$ cat src/rtl/uart_rx.sv
// 8N1 UART receiver: recovers bytes from an idle-high serial line using a 3-bit
// clocks-per-bit select, with a one-cycle done strobe and stop-bit framing check.
`timescale 1ns/1ps
module uart_rx (
  input  logic       clock,
  input  logic       reset,
  input  logic [2:0] baud_rate_select,
  input  logic       Rx_Serial,
  output logic [7:0] Rx_Byte,
  output logic       Rx_Done,
  output logic       Rx_Active,
  output logic       Framing_Error
);

  typedef enum logic [2:0] {
    IDLE    = 3'd0,
    START   = 3'd1,
    DATA    = 3'd2,
    STOP    = 3'd3,
    CLEANUP = 3'd4
  } state_t;

  function automatic logic [10:0] bit_clocks(input logic [2:0] sel);
    logic [10:0] b;
    case (sel)
      3'd0:    b = 11'd1042;
      3'd1:    b = 11'd695;
      3'd2:    b = 11'd521;
      3'd3:    b = 11'd261;
      3'd4:    b = 11'd174;
      3'd5:    b = 11'd87;
      3'd6:    b = 11'd79;
      default: b = 11'd39;
    endcase
    return b;
  endfunction

  state_t      state, state_next;
  logic [10:0] clk_count, count_next;
  logic [2:0]  bit_index, index_next;
  logic [7:0]  shift, shift_next;
  logic [10:0] bit_len, bit_len_next;
  logic [7:0]  byte_next;
  logic        done_next, active_next, ferr_next;
  logic        rx_meta_p0, rx_s;
  logic [10:0] half_len;

  assign half_len = {1'b0, bit_len[10:1]};

  // Stage p0 -> rx_s: two-flop synchronizer on the asynchronous line
  always_ff @(posedge clock) begin
    if (!reset) begin
      rx_meta_p0 <= 1'b1;
      rx_s       <= 1'b1;
    end else begin
      rx_meta_p0 <= Rx_Serial;
      rx_s       <= rx_meta_p0;
    end
  end

  always_comb begin
    state_next   = state;
    count_next   = clk_count + 11'd1;
    index_next   = bit_index;
    shift_next   = shift;
    bit_len_next = bit_len;
    byte_next    = Rx_Byte;
    done_next    = 1'b0;
    ferr_next    = 1'b0;
    active_next  = Rx_Active;
    case (state)
      IDLE: begin
        count_next = 11'd0;
        index_next = 3'd0;
        if (!rx_s) begin
          state_next   = START;
          bit_len_next = bit_clocks(baud_rate_select);
          active_next  = 1'b1;
        end
      end
      START: begin
        // Half a bit in: a start bit that is no longer low was only a glitch
        if (clk_count == half_len - 11'd1) begin
          count_next = 11'd0;
          if (!rx_s) begin
            state_next = DATA;
          end else begin
            state_next  = IDLE;
            active_next = 1'b0;
          end
        end
      end
      DATA: begin
        if (clk_count == bit_len - 11'd1) begin
          count_next            = 11'd0;
          shift_next[bit_index] = rx_s;
          if (bit_index == 3'd7) begin
            state_next = STOP;
            index_next = 3'd0;
          end else begin
            index_next = bit_index + 3'd1;
          end
        end
      end
      STOP: begin
        if (clk_count == bit_len - 11'd1) begin
          count_next = 11'd0;
          state_next = CLEANUP;
          if (rx_s) begin
            byte_next = shift;
            done_next = 1'b1;
          end else begin
            ferr_next = 1'b1;
          end
        end
      end
      CLEANUP: begin
        // Hold here while the line stays low so a break is not seen as a new start
        count_next = 11'd0;
        if (rx_s) begin
          state_next  = IDLE;
          active_next = 1'b0;
        end
      end
      default: begin
        state_next  = IDLE;
        count_next  = 11'd0;
        index_next  = 3'd0;
        active_next = 1'b0;
      end
    endcase
  end

  always_ff @(posedge clock) begin
    if (!reset) begin
      state         <= IDLE;
      clk_count     <= 11'd0;
      bit_index     <= 3'd0;
      shift         <= 8'h00;
      bit_len       <= 11'd0;
      Rx_Byte       <= 8'h00;
      Rx_Done       <= 1'b0;
      Rx_Active     <= 1'b0;
      Framing_Error <= 1'b0;
    end else begin
      state         <= state_next;
      clk_count     <= count_next;
      bit_index     <= index_next;
      shift         <= shift_next;
      bit_len       <= bit_len_next;
      Rx_Byte       <= byte_next;
      Rx_Done       <= done_next;
      Rx_Active     <= active_next;
      Framing_Error <= ferr_next;
    end
  end

endmodule

$ cat config.mk
export PLATFORM = sky130hd
export DESIGN_NAME = uart_rx
export DESIGN_NICKNAME = d
export VERILOG_FILES = /design/src/rtl/uart_rx.sv
export SDC_FILE = /design/constraint.sdc
export NUM_CORES = 1
export LEC_CHECK = 0
export ABC_AREA = 1
export ABC_CLOCK_PERIOD_IN_PS = 2490
export BUFFER_PORTS_ARGS = -buffer_cell sky130_fd_sc_hd__buf_2
export CORE_MARGIN = 2
export CORE_UTILIZATION = 61
export DETAILED_ROUTE_END_ITERATION = 12
export PLACE_DENSITY = 0.78
export SETUP_SLACK_MARGIN = 0.2
export SLEW_MARGIN = 15
export SYNTH_ARGS = -nofsm -noshare
export SYNTH_HDL_FRONTEND = slang
export SYNTH_SLANG_ARGS = --single-unit
$ cat constraint.sdc
create_clock -name clock -period 2.49 [get_ports clock]
set_clock_uncertainty 0.15 [all_clocks]
set_input_delay 0.747 -clock clock [delete_from_list [all_inputs] [get_ports clock]]
set_output_delay 0.747 -clock clock [all_outputs]
set_load 0.03 [all_outputs]
; ---- Word-level counts from Yosys, hierarchy flattened
; Cells that the tools add are included.
[classes]
reduce_logical = 12
add_sub_neg = 4
eq_ne = 19
bitwise = 3
magnitude_cmp = 2
mul = 0
div = 0
muxes = 24
shift = 0
[ops]
columns = operator, count
row1 = 11-bit case mux with 7 select lines, 1
row2 = 3-bit 2-to-1 mux, 8
row3 = 11-bit == test, 2
row4 = 11-bit 2-to-1 mux, 2
row5 = 11-bit case mux with 2 select lines, 1
row6 = 3-bit == test (second input constant), 5
row7 = 3-bit case mux with 5 select lines, 1
row8 = 3-bit by 2-bit == test with 1-bit output (second input constant), 4
row9 = 2-bit != test (second input constant), 6
row10 = 11-bit by 1-bit adder with 11-bit output (second input constant), 1
row11 = 10-bit by 1-bit subtractor with 11-bit output (second input constant), 1
row12 = 11-bit by 1-bit subtractor with 11-bit output (second input constant), 1
row13 = 3-bit AND reduction, 3
row14 = 8-bit bitwise mux, 1
row15 = 3-bit by 1-bit == test with 1-bit output (second input constant), 2
row16 = 3-bit zero test, 2
row17 = 1-bit 2-to-1 mux, 6
row18 = 3-bit case mux with 2 select lines, 1
row19 = 2-bit AND reduction, 3
row20 = 6-bit AND reduction, 1
row21 = 3-bit by 4-bit < comparator with 1-bit output (second input constant), 1
row22 = 1-bit case mux with 4 select lines, 1
row23 = 3-bit by 1-bit adder with 3-bit output (second input constant), 1
row24 = 1-bit demux with 3-bit select, 1
row25 = other kinds (6), 8
[word_totals]
ram_bits = 0
latchBits = 0
romBits = 0
word_cells = 75
output_inout_bits = 11
memories = 0
input_bits = 6
ff_bits = 49

; ---- Longest topological paths before layout
[logic_depth]
depth_word = 5
mapped_depth = 16
ltp_nobuf = 16

; ---- Worst setup path after synthesis
; OpenSTA, ideal clock, no wires.
[synth_timing]
path_type = flip-flop to flip-flop
start = register bit_len[0]
end = register Rx_Byte[0]
t_arrival_ns = 1.911
stages_incl_launch_ff = 13
n_path_buf = 0
required_time_ns = 2.224
setup_slack_ns = 0.313
setup_ns = 0.116
path_cell_list = dfxtp_1 inv_1 ha_1 or2_2 nand3_1 nand2_1 nor2_1 nand2_1 nor2_1 nand3_1 nand3b_1 nor2_1 nor2_1
[synth_between]
elab_chain_len = 3
[synth_lines]
columns = item, line_no
row1 = "start, declared", 42  ; logic [10:0] bit_len, bit_len_next;
row2 = "start signal, assigned", 150  ; bit_len <= bit_len_next;
row3 = 11-bit by 1-bit subtractor with 11-bit output, 106  ; if (clk_count == bit_len - 11'd1) begin
row4 = 11-bit == test, 106
row5 = 3-bit AND reduction (no line), --
row6 = "end signal, assigned", 151  ; Rx_Byte <= byte_next;
row7 = "end, declared", 9  ; output logic [7:0] Rx_Byte,
; No other way between the ends.
; A chain may end at the register's enable or synchronous reset.

; ---- Final worst setup path
[layout_timing]
start = register bit_len[1]
end = register clk_count[6]
[layout_between]
elab_chain_len = 4
word_cells_on_any_way = 7
[layout_lines]
columns = item, line_no
row1 = 11-bit by 1-bit subtractor with 11-bit output / 10-bit by 1-bit subtractor with 11-bit output (equally long branches), "94, 106, 83"
row2 = 11-bit == test (on tied branches), "94, 106, 83"
row3 = 11-bit 2-to-1 mux (on tied branches), "94, 106, 83"
row4 = 11-bit case mux with 2 select lines (*), 71  ; case (state)
row5 = "end signal, assigned", 147  ; clk_count <= count_next;
row6 = "end, declared", 39  ; logic [10:0] clk_count, count_next;
; Mark *: on every way between the ends. The rest lies on a longest branch, timed or not.

==> reports/results.tsv <==
metric	value	unit
run status	complete, no violations	
static leakage	1.63	nW
kind of start point of the critical path	flip-flop	
number of global-route vias before repair	2797	
VDD IR max	767	uV
number of antenna violations at the first check in global routing	0	
num rows	25	
CTS Hold Buffers Added	0	
unrepaired setup endpoints after global routing	true	
via count	2995	
Post-Synthesis Net Count	481	
main area contributors after synthesis	sky130_fd_sc_hd__dfxtp_1 (33%), sky130_fd_sc_hd__nand2_1 (15%), sky130_fd_sc_hd__nor2_1 (9.6%)	
worst setup path class	reg -> reg	
number of I/O port buffers	16	
signed area change from the synthesized netlist to the final layout	16.0	%
stage delay of the slowest cell on the critical path	0.38	ns
count of placed standard cells in the final layout, fillers left out	561	
yosys warns	0	
clock-pin slew on the worst setup and hold paths	0.09	ns
cell area after synthesis	0.00302	mm^2
Buf/Inv on CP	2	
power density relative to cell area	785	mW/mm^2
Std-Cell Core Area	0.00475	mm^2
fraction of layout instances using a drive strength above 1	17.8	%
Slew Viols, Final	0	
FF+latch count, synth	49	
number of nets in the layout	504	
CTS tree	yes	
Min-Delay Startpoint	rx_meta_p0	
number of distinct library cell variants in the gate-level netlist after synthesis	31	
ys flop type	sky130_fd_sc_hd__dfxtp_1	
Hold WC Path Type	reg -> reg	
Crit. End Element	flip-flop	
clock root buffer	sky130_fd_sc_hd__clkbuf_8	
footprint of the multi-input gates	0.00189	mm^2
area share of the largest cell type after synthesis	32.5	%
Die Outline Area	0.00553	mm^2
count of filler cells inserted in the layout	398	
CTS Buffer Depth	2	
critical register-to-register path startpoint	bit_len[1]	
GRT Resource Usage Total	27.1	%
Register Area	986	um^2
antenna cell count	0	
die outline width	74.3	um
Final period util	90.3	%
launch point of the worst path	bit_len[1]	
source-to-sink clock delay at the later pin of the worst-skew pair	0.30	ns
cts bufs inserted	5	
placer's final routability congestion estimate	0.992	
HPWL reported at the end of detailed placement	5180	um
Worst Tran Pin Value	0.673	ns
largest area contributor in the synthesized netlist	sky130_fd_sc_hd__dfxtp_1	
largest fanout on the critical path	11	
WL per Instance	13.0	um
GR Overflow Total	0	
Max-Cap Viols	0	
headroom to the max-slew limit	55.1	%
starting density of the core	63.5	%
Required @ worst endpoint	2.53	ns
post-route DRC violation count	0	
Post-synth ARST share	0	%
boundary pin count	17	
Total Neg Setup Slack	0	ns
CTS sink count	49	
Slowest-stage cell, CP	sky130_fd_sc_hd__dfxtp_4	
Finish-stage setup viols	0	
worst reg-to-reg setup slack	0.24	ns
count of placed standard cells including taps	552	
Crit path max-delay family	simple AND/OR/NAND/NOR gates	
crit-path cells	inv_6 > ha_4 > or2_2 > nand3_1 > nand2_1 > nor2_1 > nand2_1 > nor2_2 > nand3_4 > nand2_1 > nand2_1 > o211ai_1 > clkbuf_16 > nor2_1	
Synth Instances	470	
H-tree depth	2	
vias per cell	5.34	
pin count of the biggest net entering global routing	21	
shortest clock period the worst path allows after layout	2.25	ns
remaining antenna violation count	0	
total iterations of the first detailed-routing run	4	
proportion of synthesized chip area in sequential cells	32.5	%
count of routing violations after the opening detailed-route iteration	178	
first-pass GRT wire length	11700	um
cell seen most often among critical-path stages	sky130_fd_sc_hd__nand2_1	
count of endpoints failing hold in the final timing report	0	
DIE HEIGHT	74.3	um
Synth Area per Inst	6.42	um^2
count of flip-flops with a built-in enable after synthesis	0	
critical path arrival	2.29	ns
WL final	7300	um
Max Freq	445	MHz
[where the power goes]
group          total [mW]  internal, mW  switching [mW]
Combinational        1.17         0.409           0.760
Clock               0.657         0.399           0.258
Sequential          0.923         0.844          0.0783
[metal layers]
metal / vias up / GRT usage, % / share of wire [%]
met4: 0 / 9.92 / 2.2
met3: 18 / 3.93 / 4.0
met1: 1364 / 31.1 / 41
met2: 66 / 50.8 / 53
li1: 1547 / - / -
met5: - / 0 / 0
[stage by stage]
| step | util (%) | total power [mW] | setup slack [ns] | cell area, um^2 | hold slack [ns] |
|---|---|---|---|---|---|
| floorplan | - | 1.73 | 0.313 | 3020 | 0.243 |
| global placement | 67.9 | 1.95 | 0.112 | 3230 | 0.244 |
| detailed placement | 67.9 | 1.97 | 0.0113 | 3230 | 0.248 |
| CTS | 71.4 | 2.67 | 0.247 | 3400 | 0.271 |
| global route | 73.6 | 2.94 | 0.121 | 3500 | 0.278 |
| finish | 73.6 | 2.75 | 0.241 | 3500 | 0.270 |
[registers in the layout, summed over array words and instances (netlist names)]
register / flops
bit_len: 11
clk_count: 11
Rx_Byte: 8
shift: 8
bit_index: 3
state: 3
Framing_Error: 1
Rx_Active: 1
Rx_Done: 1
rx_meta_p0: 1
rx_s: 1
[cells by family (layout without fill, tap and decap cells)]
group	Yosys count	after routing	synth area share, %
compound gates	54	54	9.49
xor+xnor	27	27	7.84
fa+ha+maj	5	5	2.07
buf+inv	65	89	8.29
flops	49	49	32.5
simple gates	270	270	39.8
[Yosys cell counts, types with 2 or more instances]
master,instances
sky130_fd_sc_hd__a211oi_1,2
sky130_fd_sc_hd__a21oi_1,27
sky130_fd_sc_hd__buf_2,5
sky130_fd_sc_hd__clkbuf_1,7
sky130_fd_sc_hd__dfxtp_1,49
sky130_fd_sc_hd__ha_1,5
sky130_fd_sc_hd__inv_1,49
sky130_fd_sc_hd__inv_2,3
sky130_fd_sc_hd__nand2_1,119
sky130_fd_sc_hd__nand2_2,2
sky130_fd_sc_hd__nand2_4,2
sky130_fd_sc_hd__nand3_1,34
sky130_fd_sc_hd__nand3b_1,3
sky130_fd_sc_hd__nand4_1,9
sky130_fd_sc_hd__nor2_1,77
sky130_fd_sc_hd__nor2_2,5
sky130_fd_sc_hd__nor2_4,3
sky130_fd_sc_hd__nor3_1,9
sky130_fd_sc_hd__o21ai_0,21
sky130_fd_sc_hd__or2_2,3
sky130_fd_sc_hd__xnor2_1,14
sky130_fd_sc_hd__xor2_1,13
[cell usage in the layout, fill, tap and decap left out, types with 2 or more instances in the layout]
cell type / n
sky130_fd_sc_hd__a211oi_1: 2
sky130_fd_sc_hd__a21oi_1: 24
sky130_fd_sc_hd__a21oi_2: 4
sky130_fd_sc_hd__buf_2: 16
sky130_fd_sc_hd__buf_4: 10
sky130_fd_sc_hd__buf_6: 2
sky130_fd_sc_hd__bufinv_16: 2
sky130_fd_sc_hd__clkbuf_8: 5
sky130_fd_sc_hd__dfxtp_1: 47
sky130_fd_sc_hd__ha_1: 3
sky130_fd_sc_hd__ha_4: 2
sky130_fd_sc_hd__inv_1: 45
sky130_fd_sc_hd__inv_2: 6
sky130_fd_sc_hd__nand2_1: 113
sky130_fd_sc_hd__nand2_2: 8
sky130_fd_sc_hd__nand2_4: 2
sky130_fd_sc_hd__nand3_1: 31
sky130_fd_sc_hd__nand3_2: 2
sky130_fd_sc_hd__nand3b_1: 3
sky130_fd_sc_hd__nand4_1: 9
sky130_fd_sc_hd__nor2_1: 69
sky130_fd_sc_hd__nor2_2: 11
sky130_fd_sc_hd__nor2_4: 5
sky130_fd_sc_hd__nor3_1: 9
sky130_fd_sc_hd__o21ai_0: 20
sky130_fd_sc_hd__or2_2: 3
sky130_fd_sc_hd__xnor2_1: 14
sky130_fd_sc_hd__xor2_1: 13
[final timing paths]
check,endpoint,depth (start not counted)
worst min-delay path,rx_s,1
worst min register to register,rx_s,1
worst max-delay path,clk_count[6],14
worst max register to register,clk_count[6],14
[layout make-up]
| cell class | count | area share (%) |
|---|---|---|
| Sequential cell | 49 | 28.2 |
| Tap cell | 67 | 2.39 |
| Inverter | 52 | 5.72 |
| Clock buffer | 5 | 1.97 |
| Timing Repair Buffer | 29 | 5.79 |
| Multi-Input combinational cell | 356 | 54.1 |
| Clock inverter | 3 | 1.86 |
[timing repair]
action,4_1_cts,5_1_grt
endpoints found under the hold margin,0,0
gates resized for setup,10,32
pin swaps,1,4
setup endpoints to repair,33,35
buffers inserted,1,0
(Power assumes the default switching activity.)
